--- config.mk ---
export PLATFORM = sky130hd
export DESIGN_NAME = ps2_key_tracker
export DESIGN_NICKNAME = d
export VERILOG_FILES = /design/src/rtl/ps2_key_tracker.sv
export SDC_FILE = /design/constraint.sdc
export NUM_CORES = 1
export LEC_CHECK = 0
export ABC_CLOCK_PERIOD_IN_PS = 4950
export BUFFER_PORTS_ARGS = -buffer_cell sky130_fd_sc_hd__buf_4
export CAP_MARGIN = 20
export CORE_ASPECT_RATIO = 0.5
export CORE_MARGIN = 5
export CORE_UTILIZATION = 42
export DETAILED_ROUTE_END_ITERATION = 6
export GPL_TIMING_DRIVEN = 0
export SLEW_MARGIN = 20
export SYNTH_ARGS = -nofsm -noshare
export SYNTH_HDL_FRONTEND = slang
export SYNTH_SLANG_ARGS = --single-unit
--- constraint.sdc ---
create_clock -name clock -period 4.95 [get_ports clock]
set_input_delay 0.99 -clock clock [delete_from_list [all_inputs] [get_ports clock]]
set_output_delay 0.99 -clock clock [all_outputs]
set_load 0.005 [all_outputs]
--- src/rtl/ps2_key_tracker.sv ---
// PS/2 scancode tracker: prefix-aware parser (E0/F0), held-key bitmap for a configurable
// key table, and a first-word fall-through FIFO of make/break events.
module ps2_key_tracker #(
  parameter int unsigned NUM_KEYS = 8,
  parameter logic [NUM_KEYS*9-1:0] KEY_CODES =
    {9'h02B, 9'h023, 9'h015, 9'h01C, 9'h174, 9'h172, 9'h16B, 9'h175},
  parameter int unsigned FIFO_DEPTH = 8,
  parameter bit FILTER_REPEAT = 1'b1,
  localparam int unsigned IDX_W = (NUM_KEYS > 1) ? $clog2(NUM_KEYS) : 1,
  localparam int unsigned CNT_W = $clog2(FIFO_DEPTH) + 1
) (
  input  logic                clock,
  input  logic                reset,
  input  logic [7:0]          key_data,
  input  logic                key_valid,
  output logic [NUM_KEYS-1:0] key_held,
  output logic                ev_valid,
  output logic [IDX_W:0]      ev_data,
  input  logic                ev_ready,
  output logic [CNT_W-1:0]    ev_count,
  output logic                overflow,
  output logic [8:0]          last_code
);

  localparam int unsigned PtrW = $clog2(FIFO_DEPTH);

  typedef enum logic [1:0] {StIdle, StExt, StBrk, StExtBrk} state_e;

  state_e state_q, state_d;

  logic       code_done;
  logic       code_ext;
  logic       code_make;
  logic [8:0] code;

  logic             hit;
  logic [IDX_W-1:0] hit_idx;
  logic             held_was;

  logic [NUM_KEYS-1:0] key_held_q;
  logic [8:0]          last_code_q;
  logic                overflow_q;

  logic [IDX_W:0]   mem_q [FIFO_DEPTH];
  logic [PtrW-1:0]  wptr_q, rptr_q;
  logic [CNT_W-1:0] count_q;

  logic ev_push;
  logic ev_pop;
  logic fifo_full;
  logic wr_en;

  // Parser: prefixes only move state; any other byte completes a code.
  always_comb begin
    state_d   = state_q;
    code_done = 1'b0;
    code_ext  = 1'b0;
    code_make = 1'b1;
    if (key_valid) begin
      unique case (state_q)
        StIdle: begin
          if (key_data == 8'hE0) begin
            state_d = StExt;
          end else if (key_data == 8'hF0) begin
            state_d = StBrk;
          end else begin
            code_done = 1'b1;
          end
        end
        StExt: begin
          if (key_data == 8'hF0) begin
            state_d = StExtBrk;
          end else if (key_data == 8'hE0) begin
            state_d = StExt;
          end else begin
            code_done = 1'b1;
            code_ext  = 1'b1;
            state_d   = StIdle;
          end
        end
        StBrk: begin
          code_done = 1'b1;
          code_make = 1'b0;
          state_d   = StIdle;
        end
        StExtBrk: begin
          code_done = 1'b1;
          code_ext  = 1'b1;
          code_make = 1'b0;
          state_d   = StIdle;
        end
        default: state_d = StIdle;
      endcase
    end
  end

  assign code = {code_ext, key_data};

  // Scan from the top so the lowest matching index is the one left standing.
  always_comb begin
    hit     = 1'b0;
    hit_idx = '0;
    for (int i = int'(NUM_KEYS) - 1; i >= 0; i--) begin
      if (KEY_CODES[9*i +: 9] == code) begin
        hit     = 1'b1;
        hit_idx = IDX_W'(i);
      end
    end
  end

  assign held_was  = key_held_q[hit_idx];
  assign ev_push   = code_done && hit && (!FILTER_REPEAT || (held_was != code_make));
  assign ev_pop    = ev_valid && ev_ready;
  assign fifo_full = (count_q == CNT_W'(FIFO_DEPTH));
  // A full FIFO still accepts a push when the head leaves in the same cycle.
  assign wr_en     = ev_push && (!fifo_full || ev_pop);

  always_ff @(posedge clock) begin
    if (reset) begin
      state_q <= StIdle;
    end else begin
      state_q <= state_d;
    end
  end

  always_ff @(posedge clock) begin
    if (reset) begin
      key_held_q  <= '0;
      last_code_q <= '0;
    end else if (code_done) begin
      last_code_q <= code;
      if (hit) begin
        key_held_q[hit_idx] <= code_make;
      end
    end
  end

  always_ff @(posedge clock) begin
    if (reset) begin
      for (int i = 0; i < int'(FIFO_DEPTH); i++) begin
        mem_q[i] <= '0;
      end
      wptr_q     <= '0;
      rptr_q     <= '0;
      count_q    <= '0;
      overflow_q <= 1'b0;
    end else begin
      if (wr_en) begin
        mem_q[wptr_q] <= {code_make, hit_idx};
        wptr_q        <= wptr_q + PtrW'(1);
      end
      if (ev_pop) begin
        rptr_q <= rptr_q + PtrW'(1);
      end
      if (wr_en && !ev_pop) begin
        count_q <= count_q + CNT_W'(1);
      end else if (!wr_en && ev_pop) begin
        count_q <= count_q - CNT_W'(1);
      end
      if (ev_push && !wr_en) begin
        overflow_q <= 1'b1;
      end
    end
  end

  assign key_held  = key_held_q;
  assign ev_valid  = (count_q != '0);
  assign ev_data   = mem_q[rptr_q];
  assign ev_count  = count_q;
  assign overflow  = overflow_q;
  assign last_code = last_code_q;

endmodule

==> results.py <==
metrics = {
    "run_status": {
        "status": "finished clean",
    },
    "power": {
        "peakVddDrop_uv": 299.9,
        "p_leak_nw": 1.411,
        "power.density_nw_per_um2": 398.0,
    },
    "sta": {
        "worst_slew_pin_slew_ns": 0.9769,
        "finalCritPeriodShare_pct": 87.75,
        "setup_viol": 0,
        "hold_violations": 0,
        "drv_slew": 0,
        "max_slew_margin_pct": 34.02,
        "min_period_ns": 4.344,
        "finClkSkew_ns": 0.005119,
        "rsz0062_at_grt": "false",
        "finalSetupTns_ns": 0,
        "fmax_ghz": 0.2302,
    },
    "placed_design": {
        "dp_hpwl_um": 5671,
        "placedCellCount": 457,
        "gp_congestion": 0.8156,
        "port_buffers": 37,
        "dpl_cell_area_um2": 3691,
    },
    "routing": {
        "remaining_drc_errors": 0,
        "wl_um": 7611,
        "num_vias": 2528,
        "drt_iter0_drc": 176,
        "drt-pass1-iter-count": 5,
        "vias_per_cell": 5.345,
        "ant_nets": 0,
        "wire_per_inst_um": 16.09,
    },
    "setup_path": {
        "max_stage_delay_ns": 0.51,
        "cp_max_fo": 10,
        "path_cells": "buf_2 -> nor4b_1 -> nand3_1 -> a21o_1 -> buf_6 -> a311oi_4 -> o22ai_4 -> mux2i_4 -> inv_2 -> ha_1 -> inv_1 -> ha_1 -> a21o_1 -> a21oi_1 -> xnor2_1 -> or3_1 -> a21oi_1",
        "required_ns": 5.21,
        "cpLargestDelayFamily": "compound AO/OA/AOI/OAI gates",
        "cp_data_arrival_time_ns": 4.60,
        "critical-path-slowest-cell": "nor4b_1",
        "critPathKind": "in2reg",
        "endpoint_kind": "flop",
        "path_buf_inv": 4,
        "worstSetupStartpointType": "input pin",
    },
    "final_layout": {
        "drive_gt1_share_pct": 22.74,
        "fillers": 679,
        "final_cell_area_um2": 3988,
        "regArea_um2": 1622,
        "nNetsFinal": 378,
        "finish.utilization_pct": 53.46,
        "n_antenna_cell": 0,
        "multi_input_area_um2": 1530,
        "synthToLayoutAreaGrowth_pct": 21.64,
        "stdcell_count": 473,
    },
    "global_routing": {
        "grtUsageTotal_pct": 16.51,
        "first_global_vias": 2499,
        "antenna_found_initial": 0,
        "grt_max_degree": 13,
        "grt-ovfl-total": 0,
        "grt_pass1_wl_um": 12430,
    },
    "clocking": {
        "postCtsSetupRepairBufs": 0,
        "clock-sinks": 65,
        "htree_num_levels": 3,
        "cts_hold_buffers": 0,
        "cts_root_buf": "clkbuf_16",
        "clock_latency_ns": 0.33,
        "path_clk_slew_ns": 0.05,
        "cts.repair.resized": 0,
        "tritoncts": "built",
        "clockBufferDepth": 2,
        "cts_buffers": 9,
    },
    "yosys": {
        "synthTopCellsByArea": "edfxtp_1 (29%), dfxtp_1 (20%), mux4_2 (5.5%)",
        "synth-seq-cells": 65,
        "synth.avg_cell_area_um2": 10.51,
        "ys_warn_count": 0,
        "netlist-cell-type-count": 57,
        "synth_area_um2": 3278,
        "syn_inst": 312,
        "synth_top_area_share_pct": 29.31,
        "async_reset_ff_share_pct": 0,
        "synth_top_area_cell": "edfxtp_1",
        "yosysSeqAreaShare_pct": 49.47,
        "synth-edff-count": 32,
        "syn-num-nets": 330,
        "synth_ff_type": "dfxtp_1",
    },
    "floorplanning": {
        "die_y_um": 72.47,
        "fp.dieW_um": 134.9,
        "dieArea_um2": 9779,
        "rows": 22,
        "coreArea_um2": 7460,
        "initial_core_util_pct": 43.94,
        "io_pins": 39,
    },
    "min_path": {
        "hold_path_class": "reg2reg",
    },
    "job": {
        "cap_viol_max_count": 0,
    },
}
[routing by layer]
metal / share of wire [%] / wire length, um / global-route usage, %
met3: 5.5 / 420 / 5.125
met4: 0.92 / 70 / 5.810
met2: 45 / 3450 / 26.51
met5: 0 / 0 / 0
met1: 48 / 3670 / 21.40
[final cells by class]
cell class,count,share of cell area (%)
Buffer,21,2.322
Clock buffer,9,5.648
Clock inverter,7,1.789
Inverter,9,0.8472
Multi-Input combinational cell,217,38.37
Sequential cell,65,40.67
Tap cell,108,3.389
Timing Repair Buffer,37,6.966
[cell usage after synthesis (2+ instances only)]
| master | n |
|---|---|
| o21ai_0 | 6 |
| dfxtp_1 | 33 |
| or3_1 | 2 |
| nand3_1 | 6 |
| a21o_1 | 2 |
| and3_1 | 3 |
| a311oi_1 | 4 |
| clkbuf_1 | 13 |
| and2_1 | 3 |
| ha_1 | 5 |
| nor4b_1 | 2 |
| nand3b_1 | 2 |
| nor2b_1 | 4 |
| nand4_1 | 5 |
| a21oi_1 | 22 |
| nand2_1 | 31 |
| mux2i_1 | 4 |
| buf_1 | 2 |
| inv_1 | 8 |
| mux4_2 | 8 |
| mux2_2 | 5 |
| xor2_1 | 4 |
| nor3_1 | 30 |
| xnor2_1 | 4 |
| nor2_1 | 30 |
| nand2b_1 | 4 |
| buf_2 | 5 |
| o41ai_2 | 2 |
| and4b_1 | 2 |
| o41ai_1 | 2 |
| edfxtp_1 | 32 |
| nand4b_1 | 2 |
[where the power goes]
part	leakage [nW]	internal (mW)	total (mW)	switching [mW]
Clock	0.139	0.388	0.623	0.235
Combinational	0.673	0.172	0.332	0.160
Sequential	0.599	0.602	0.632	0.0293
Total	1.41	1.16	1.59	0.424
[stage by stage]
step / total power, mW / hold slack, ns / worst slack [ns]
3_5_place_dp: 0.9808 / 0.4569 / 0.3042
4_1_cts: 1.605 / 0.4697 / 0.6469
6_report: 1.587 / 0.4649 / 0.6063
2_1_floorplan: 0.8608 / 0.4527 / 0.7414
5_1_grt: 1.663 / 0.4847 / 0.2911
3_3_place_gp: 0.9707 / 0.4461 / 0.3561
[worst reg2reg max path, stage by stage (launching register included)]
cell and delay [ns]:
dfxtp_1 0.38, and2_1 0.18, a21bo_2 0.24, a221oi_1 0.68, a311oi_4 0.06, o22ai_4 0.23
mux2i_4 0.36, inv_2 0.10, ha_1 0.22, inv_1 0.12, ha_1 0.24, a21o_1 0.17
a21oi_1 0.19, xnor2_1 0.10, or3_1 0.30, a21oi_1 0.15
[state kept, by name (all words and copies together), names as in the netlist, named ones only]
register,count
mem_q,32
rptr_q,3
last_code,9
wptr_q,3
key_held,8
state_q,2
ev_count,4
overflow,1
[placed cells by master (no fill, tap or decap), types with 9 or more instances in the layout]
cell type / count
a21oi_1: 22
buf_4: 37
clkbuf_1: 13
clkbuf_16: 9
dfxtp_1: 33
edfxtp_1: 32
nand2_1: 31
nor2_1: 30
nor3_1: 30
[path summary, 6_finish.rpt]
check,from,end,slack (ns),cells past startpoint
worst max-delay path,key_data[6],ev_count[3],0.61,17
worst min-delay path,last_code[6],last_code[6],0.46,2
worst max register to register,state_q[0],ev_count[3],1.14,15
worst min register to register,last_code[6],last_code[6],0.46,2
[kinds of logic (layout without fill, tap and decap cells)]
group           count (synthesis)  count (layout)  share of synthesized area, %
flops                          65              65                         49.47
compound gates                 53              53                         12.33
xor+xnor                        8               8                         2.137
mux                            19              19                         9.580
fa+ha+maj                       6               6                         2.519
buf+inv                        30              83                         3.855
simple gates                  131             131                         20.11
Note: power is estimated with default switching activity, not from simulation.
